File: config.mk
export PLATFORM = sky130hd
export DESIGN_NAME = id_stage_pipe
export DESIGN_NICKNAME = d
export VERILOG_FILES = /design/src/rtl/id_stage_pipe.sv
export SDC_FILE = /design/constraint.sdc
export NUM_CORES = 2
export LEC_CHECK = 0
export CORE_UTILIZATION = 51
export DETAILED_ROUTE_END_ITERATION = 7
export MAX_ROUTING_LAYER = met4
export PLACE_DENSITY = 0.73
export SYNTH_ARGS = -nofsm -noshare
export SYNTH_HDL_FRONTEND = slang
export SYNTH_SLANG_ARGS = --single-unit
File: constraint.sdc
create_clock -name clk -period 42.2 [get_ports clk]
set_clock_uncertainty 0.1 [all_clocks]
set_input_delay 6.33 -clock clk [delete_from_list [all_inputs] [get_ports clk]]
set_output_delay 6.33 -clock clk [all_outputs]
set_load 0.03 [all_outputs]
File: src/rtl/id_stage_pipe.sv
// Decode stage: register file, load-use / write-back hazard detection and the ID/EX pipeline register.
// Define ID_WB_BYPASS_EN to forward the Wr-stage write data to same-cycle reads instead of stalling.
module id_stage_pipe #(
    parameter int DATA_W = 32,
    parameter int REG_AW = 5,
    parameter int CTRL_W = 24
) (
    input  logic              clk,
    input  logic              rst,
    input  logic [DATA_W-1:0] busW,
    input  logic [REG_AW-1:0] Rw_Wr,
    input  logic              RegWr_Wr,
    input  logic              OverFlow_Wr,
    input  logic              Jal_Wr,
    input  logic              in_valid,
    output logic              in_ready,
    input  logic [REG_AW-1:0] Rs_ID,
    input  logic [REG_AW-1:0] Rt_ID,
    input  logic [REG_AW-1:0] dst_ID,
    input  logic              regwr_ID,
    input  logic              memrd_ID,
    input  logic [CTRL_W-1:0] ctrl_ID,
    input  logic [15:0]       imm16_ID,
    input  logic [25:0]       J_Target_ID,
    input  logic [31:0]       PC_Addr_ID,
    input  logic              flush,
    input  logic              ex_ready,
    output logic              valid_EX,
    output logic [DATA_W-1:0] busA_EX,
    output logic [DATA_W-1:0] busB_EX,
    output logic [REG_AW-1:0] Rs_EX,
    output logic [REG_AW-1:0] Rt_EX,
    output logic [REG_AW-1:0] dst_EX,
    output logic              regwr_EX,
    output logic              memrd_EX,
    output logic [CTRL_W-1:0] ctrl_EX,
    output logic [15:0]       imm16_EX,
    output logic [31:0]       PC_EX,
    output logic [31:0]       J_Addr_EX
);

    localparam int NREG = 2 ** REG_AW;

    logic [DATA_W-1:0] rf_q [NREG];
    logic              wrActive;
    logic [REG_AW-1:0] wrAddr;
    logic [DATA_W-1:0] rdA, rdB;
    logic              wbHazard;
    logic              loadUse;
    logic              valid_d;
    logic              loadEn;

    logic              valid_q;
    logic [DATA_W-1:0] busA_q, busB_q;
    logic [REG_AW-1:0] rs_q, rt_q, dst_q;
    logic              regwr_q, memrd_q;
    logic [CTRL_W-1:0] ctrl_q;
    logic [15:0]       imm16_q;
    logic [31:0]       pc_q, jAddr_q;

    // Overflowed results never commit; Jal links into the top register.
    assign wrActive = RegWr_Wr & ~OverFlow_Wr;
    assign wrAddr   = Jal_Wr ? {REG_AW{1'b1}} : Rw_Wr;

    always_ff @(posedge clk or posedge rst) begin
        if (rst) begin
            for (int i = 0; i < NREG; i++) begin
                rf_q[i] <= '0;
            end
        end else if (wrActive && (wrAddr != '0)) begin
            rf_q[wrAddr] <= busW;
        end
    end

    always_comb begin
        rdA = (Rs_ID == '0) ? '0 : rf_q[Rs_ID];
        rdB = (Rt_ID == '0) ? '0 : rf_q[Rt_ID];
`ifdef ID_WB_BYPASS_EN
        wbHazard = 1'b0;
        if (wrActive && (wrAddr != '0) && (wrAddr == Rs_ID)) rdA = busW;
        if (wrActive && (wrAddr != '0) && (wrAddr == Rt_ID)) rdB = busW;
`else
        wbHazard = in_valid & wrActive & (wrAddr != '0) &
                   ((wrAddr == Rs_ID) | (wrAddr == Rt_ID));
`endif
    end

    assign loadUse  = in_valid & valid_q & memrd_q & regwr_q & (dst_q != '0) &
                      ((dst_q == Rs_ID) | (dst_q == Rt_ID));
    assign in_ready = ex_ready & ~loadUse & ~wbHazard;

    // Flush beats everything; a stalled EX freezes the register; otherwise issue or bubble.
    always_comb begin
        valid_d = valid_q;
        loadEn  = 1'b0;
        if (flush) begin
            valid_d = 1'b0;
        end else if (ex_ready) begin
            if (in_valid && in_ready) begin
                valid_d = 1'b1;
                loadEn  = 1'b1;
            end else begin
                valid_d = 1'b0;
            end
        end
    end

    always_ff @(posedge clk or posedge rst) begin
        if (rst) begin
            valid_q <= 1'b0;
            busA_q  <= '0;
            busB_q  <= '0;
            rs_q    <= '0;
            rt_q    <= '0;
            dst_q   <= '0;
            regwr_q <= 1'b0;
            memrd_q <= 1'b0;
            ctrl_q  <= '0;
            imm16_q <= '0;
            pc_q    <= '0;
            jAddr_q <= '0;
        end else begin
            valid_q <= valid_d;
            if (loadEn) begin
                busA_q  <= rdA;
                busB_q  <= rdB;
                rs_q    <= Rs_ID;
                rt_q    <= Rt_ID;
                dst_q   <= dst_ID;
                regwr_q <= regwr_ID;
                memrd_q <= memrd_ID;
                ctrl_q  <= ctrl_ID;
                imm16_q <= imm16_ID;
                pc_q    <= PC_Addr_ID;
                jAddr_q <= {PC_Addr_ID[31:28], J_Target_ID, 2'b00};
            end
        end
    end

    assign valid_EX  = valid_q;
    assign busA_EX   = busA_q;
    assign busB_EX   = busB_q;
    assign Rs_EX     = rs_q;
    assign Rt_EX     = rt_q;
    assign dst_EX    = dst_q;
    assign regwr_EX  = regwr_q;
    assign memrd_EX  = memrd_q;
    assign ctrl_EX   = ctrl_q;
    assign imm16_EX  = imm16_q;
    assign PC_EX     = pc_q;
    assign J_Addr_EX = jAddr_q;

endmodule
Word-level counts from Yosys, hierarchy flattened
Cells that the tools add are included.

storage, ports and cells
  bits in registers = 1208
  output and inout port bits = 187
  input bits = 160
  word-level logic and storage cells = 96

cells by class
  multiplexer cells = 17
  equality and inequality tests = 4
  reductions and logical operators = 8
  magnitude comparators = 4
  bitwise operators = 19

operator list
  kind                number
  $bwmux 1024         1
  $bmux 32 s5         2
  $mux 32             7
  $demux 32 s5        1
  $eq 5x5->1          4
  $ge 6x6->1 const B  3
  $not 5->6           3
  $and 1x1->1         11
  $logic_not 5->1     2
  $reduce_bool 5->1   2
  $lt 6x1->1 const B  1
  $mux 1              5
  $mux 5              1
  $logic_and 1x1->1   3
  $not 1->1           3
  $or 1x1->1          2
  $reduce_bool 2->1   1

Depth between registers and ports, before layout
  word-level depth = 12
  gate-level depth with buffers = 10
  mapped depth without buffers = 6

Least setup slack after synthesis
OpenSTA, ideal clock, no wires.

  path kind = input port to output port
  start = in Rw_Wr[0]
  end = out in_ready
  slack = 27644 ps
  data arrival time = 8126 ps
  path buffers = 1
  required time = 35770 ps
  stages on the path = 6
  cells stage by stage = buf_2 > or4_1 > o311ai_2 > a211oi_1 > a221oi_2 > nor2b_1

on the way
  longest elaborated chain between the ends = 6
  elaborated cells on any way between the ends = 9
  those cells by class = eq/ne (2); mux (1); bitwise (5); reduce/logical (1)

ends and longest elaborated chain
  element                                          RTL line  RTL
  start, declared                                  11        input logic [REG_AW-1:0] Rw_Wr,
  $mux 5 (*)                                       63        assign wrAddr = Jal_Wr ? {REG_AW{1'b1}} : Rw_Wr;
  $eq 5x5->1 or $reduce_bool 5->1 (tied branches)  84, 83
  $or 1x1->1 or $and 1x1->1 (tied branches)        84, 83
  $and 1x1->1 (*)                                  83        wbHazard = in_valid & wrActive & (wrAddr != '0) &
  $not 1->1 (*)                                    90        assign in_ready = ex_ready & ~loadUse & ~wbHazard;
  $and 1x1->1 (*)                                  90
  end, declared                                    16        output logic in_ready,

Mark *: on every way between the ends. The rest lies on a longest branch, timed or not.

Worst setup path after layout
  start = in Jal_Wr
  end = out in_ready

on the way
  longest elaborated chain between the ends = 6
  elaborated cells on any way between the ends = 9
  those cells by class = eq/ne (2); mux (1); bitwise (5); reduce/logical (1)

ends and longest elaborated chain
  element                                          RTL line  RTL
  start, declared                                  14        input logic Jal_Wr,
  $mux 5 (*)                                       63
  $eq 5x5->1 or $reduce_bool 5->1 (tied branches)  84, 83
  $or 1x1->1 or $and 1x1->1 (tied branches)        84, 83
  $and 1x1->1 (*)                                  83
  $not 1->1 (*)                                    90
  $and 1x1->1 (*)                                  90

Marked as above.

==> flow_summary.toml <==
[status]
run_status = "finished, final reports clean"

[logic_synthesis]
synthCells = 4030
syn_avg_cell_area_um2 = 15.2
ys_async_sr_fraction_pct = 100
synth_compound_area_share_pct = 4.57
yosysSeqAreaShare_pct = 49.2
muxShareOfSynthArea_pct = 41.6
synth_warnings = 0
ys_types = 56
synth_edf_count = 0
yosys.area_share.adder_pct = 0
synth-xor-area-share_pct = 0.186
synth_top_family_by_area = "multiplexers"
synthesis.area_mm2 = 0.0613
synth_simple_gate_area_share_pct = 1.30
ys_ff_latch = 1204
synth_ff_type = "dfrtp_1"

[global_routing]
overflow = 0
track_usage_pct = 30.7
grt_antenna_before_repair = 8
grt_start_max_net_pins = 165
grt_pass1_vias = 40300
grt_pass1_wl_um = 269000

[clocking]
cts_buffers = 133
insertion_delay_ns = 0.75
cts_root_buf = "clkbuf_16"
htree_levels = 4
cts.path.max_buffers = 3
clk_pin_slew_ns = 0.05
cts_setup_buffers = 0
cts_sinks = 1204
postCtsHoldBufs = 0
cts-resized-gates = 0
cts_tree = "done"

[die]
chipHeight_um = 349
die_x_um = 349
rows = 126
pin_count = 347
coreArea_mm2 = 0.119
die_area_mm2 = 0.122
start_util_pct = 51.7

[setup_path]
required_ns = 35.77
arrival_ns = 9.76
endpoint_kind = "output pin"
path_class = "input port to output pin"
start_kind = "input port"
critPathMaxFanout = 21

[finish]
fin_nets = 4294
fin_util_pct = 59.1
drive_gt1_share_pct = 47.0
syn_to_final_growth_pct = 14.4

[power_and_ir_drop]
fin_total_pwr_uw = 3070
peakVddDrop_mv = 0.0342
power_density_mw_per_mm2 = 43.8
power.leakage_uw = 0.0317

[sta]
relSlewSlack_pct = 23.4
drv_slew = 0
finalCritPeriodShare_pct = 38.4
worst_pin_slew_ns = 1.15
fin_crit_ns = 16.19
rsz0062_at_grt = "false"
max_freq_mhz = 61.8
finalSetupViolations = 0
tns_ns = 0
hold_viol = 0

[detailed_routing]
ant_nets = 0
wl_per_cell_um = 30.7
first_pass_iters = 7
vias_per_cell = 6.71
route.vias.total = 39200
drtIter0Drc = 4040
totalWireLength_um = 179000
drc = 0

[job]
maxCapViolations = 0

[placed_design]
dp_hpwl_um = 103000
place_congestion = 0.864
portBuffers = 344

[min_path]
min_path_type = "register to register"
## layout by cell type, fill, tap and decap left out, types with 7 or more instances in the layout
master,instances
dfrtp_1,1204
mux2_2,1100
mux4_2,445
clkdlybuf4s50_1,336
a22oi_1,175
mux2i_1,161
clkbuf_16,138
mux2_4,91
buf_4,78
nand2_1,60
a21oi_1,34
a221oi_1,33
a32oi_1,31
clkbuf_8,31
a31oi_1,28
clkbuf_1,28
clkinv_2,26
nand2_2,23
a211o_1,22
nor2_1,15
nor3_1,13
xnor2_1,13
a22o_1,11
mux2_1,9
diode_2,8
nand2b_1,8
nand3_1,8
nor2b_4,7
buf_12,7
## routing by layer
layer,part of all wire (%),GRT usage [%]
met5,0,-
met4,3.9,11.7
met3,9.1,7.39
met2,47,46.5
met1,40,40.2
## path summary, 6_finish.rpt
kind | from | to | slack [ns] | depth (start not counted)
min in group asynchronous | rst | PC_EX[13] | 6.03 | 2
worst min register to register | rf_q[1015] | rf_q[1015] | 0.30 | 0
worst min-delay path | rf_q[1015] | rf_q[1015] | 0.30 | 0
worst max-delay path | Jal_Wr | in_ready | 26.01 | 7
max in group asynchronous | rst | rf_q[373] | 32.47 | 5
worst max register to register | dst_EX[4] | busB_EX[16] | 38.07 | 8
## report_power, final
group	internal, uW	leakage (uW)	switching [uW]
sequential	1280	0.0160	86.5
clock	682	0.00215	476
combinational	280	0.0135	263
total	2240	0.0317	826
## Yosys cell counts (3+ instances only)
cell type	count	share of area [%]
a2111oi_0	3	0.043
a211o_1	22	0.31
a211oi_1	6	0.074
a21oi_1	35	0.29
a221oi_1	33	0.47
a22o_1	11	0.16
a22oi_1	175	2.1
a31oi_1	28	0.29
a32oi_1	31	0.44
and2_1	5	0.051
and3_1	4	0.041
buf_1	113	0.69
buf_2	69	0.56
buf_4	6	0.074
buf_6	11	0.20
clkbuf_1	260	1.6
dfrtp_1	1204	49
inv_1	6	0.037
mux2_1	9	0.17
mux2_2	1100	20
mux2_4	91	2.2
mux2i_1	161	2.6
mux4_2	445	16
nand2_1	83	0.51
nand2b_1	8	0.082
nand3_1	8	0.065
nand4_1	3	0.031
nor2_1	21	0.13
nor2b_1	13	0.13
nor3_1	15	0.12
o21ai_0	4	0.033
o22ai_1	3	0.031
xnor2_1	13	0.19
## stage by stage
step	std cells	worst slack [ns]	instance area (um^2)	hold slack (ns)
3_3_place_gp	5599	26.15	65700	0.277
5_1_grt	5840	26.00	70100	0.307
2_1_floorplan	4031	1.85	61300	0.341
3_5_place_dp	5599	26.13	65700	0.283
6_report	5840	26.01	70100	0.296
4_1_cts	5832	26.11	70100	0.295
## cells by family (layout without fill, tap and decap cells)
kind of cell | Yosys count | after routing
multiplexers | 1806 | 1806
AND/OR/NAND/NOR | 171 | 171
flip-flops | 1204 | 1204
buffers and inverters | 465 | 666
other | 1 | 10
XOR/XNOR | 13 | 13
AO/OA/AOI/OAI | 370 | 370
## critical path: stages
cell,delay (ns)
clkdlybuf4s50_1,0.76
or4_1,0.66
o311ai_2,0.34
a211oi_1,0.17
a221oi_2,0.50
nor2b_1,0.25
clkdlybuf4s50_1,0.74
## registers in the layout, summed over array words and instances (netlist names), 16 cells and up
register,flops
PC_EX,32
J_Addr_EX,26
ctrl_EX,24
rf_q,1024
busA_EX,32
busB_EX,32
imm16_EX,16
## layout make-up
class / instances / area [um^2]
Clock inverter: 36 / 330
Inverter: 6 / 30.0
Fill cell: 9180 / 48500
Clock buffer: 197 / 3990
Antenna cell: 8 / 20.0
Timing Repair Buffer: 427 / 4160
Multi-Input combinational cell: 2362 / 29400
Tap cell: 1600 / 2000
Sequential cell: 1204 / 30100
Note: power is estimated with default switching activity, not from simulation.
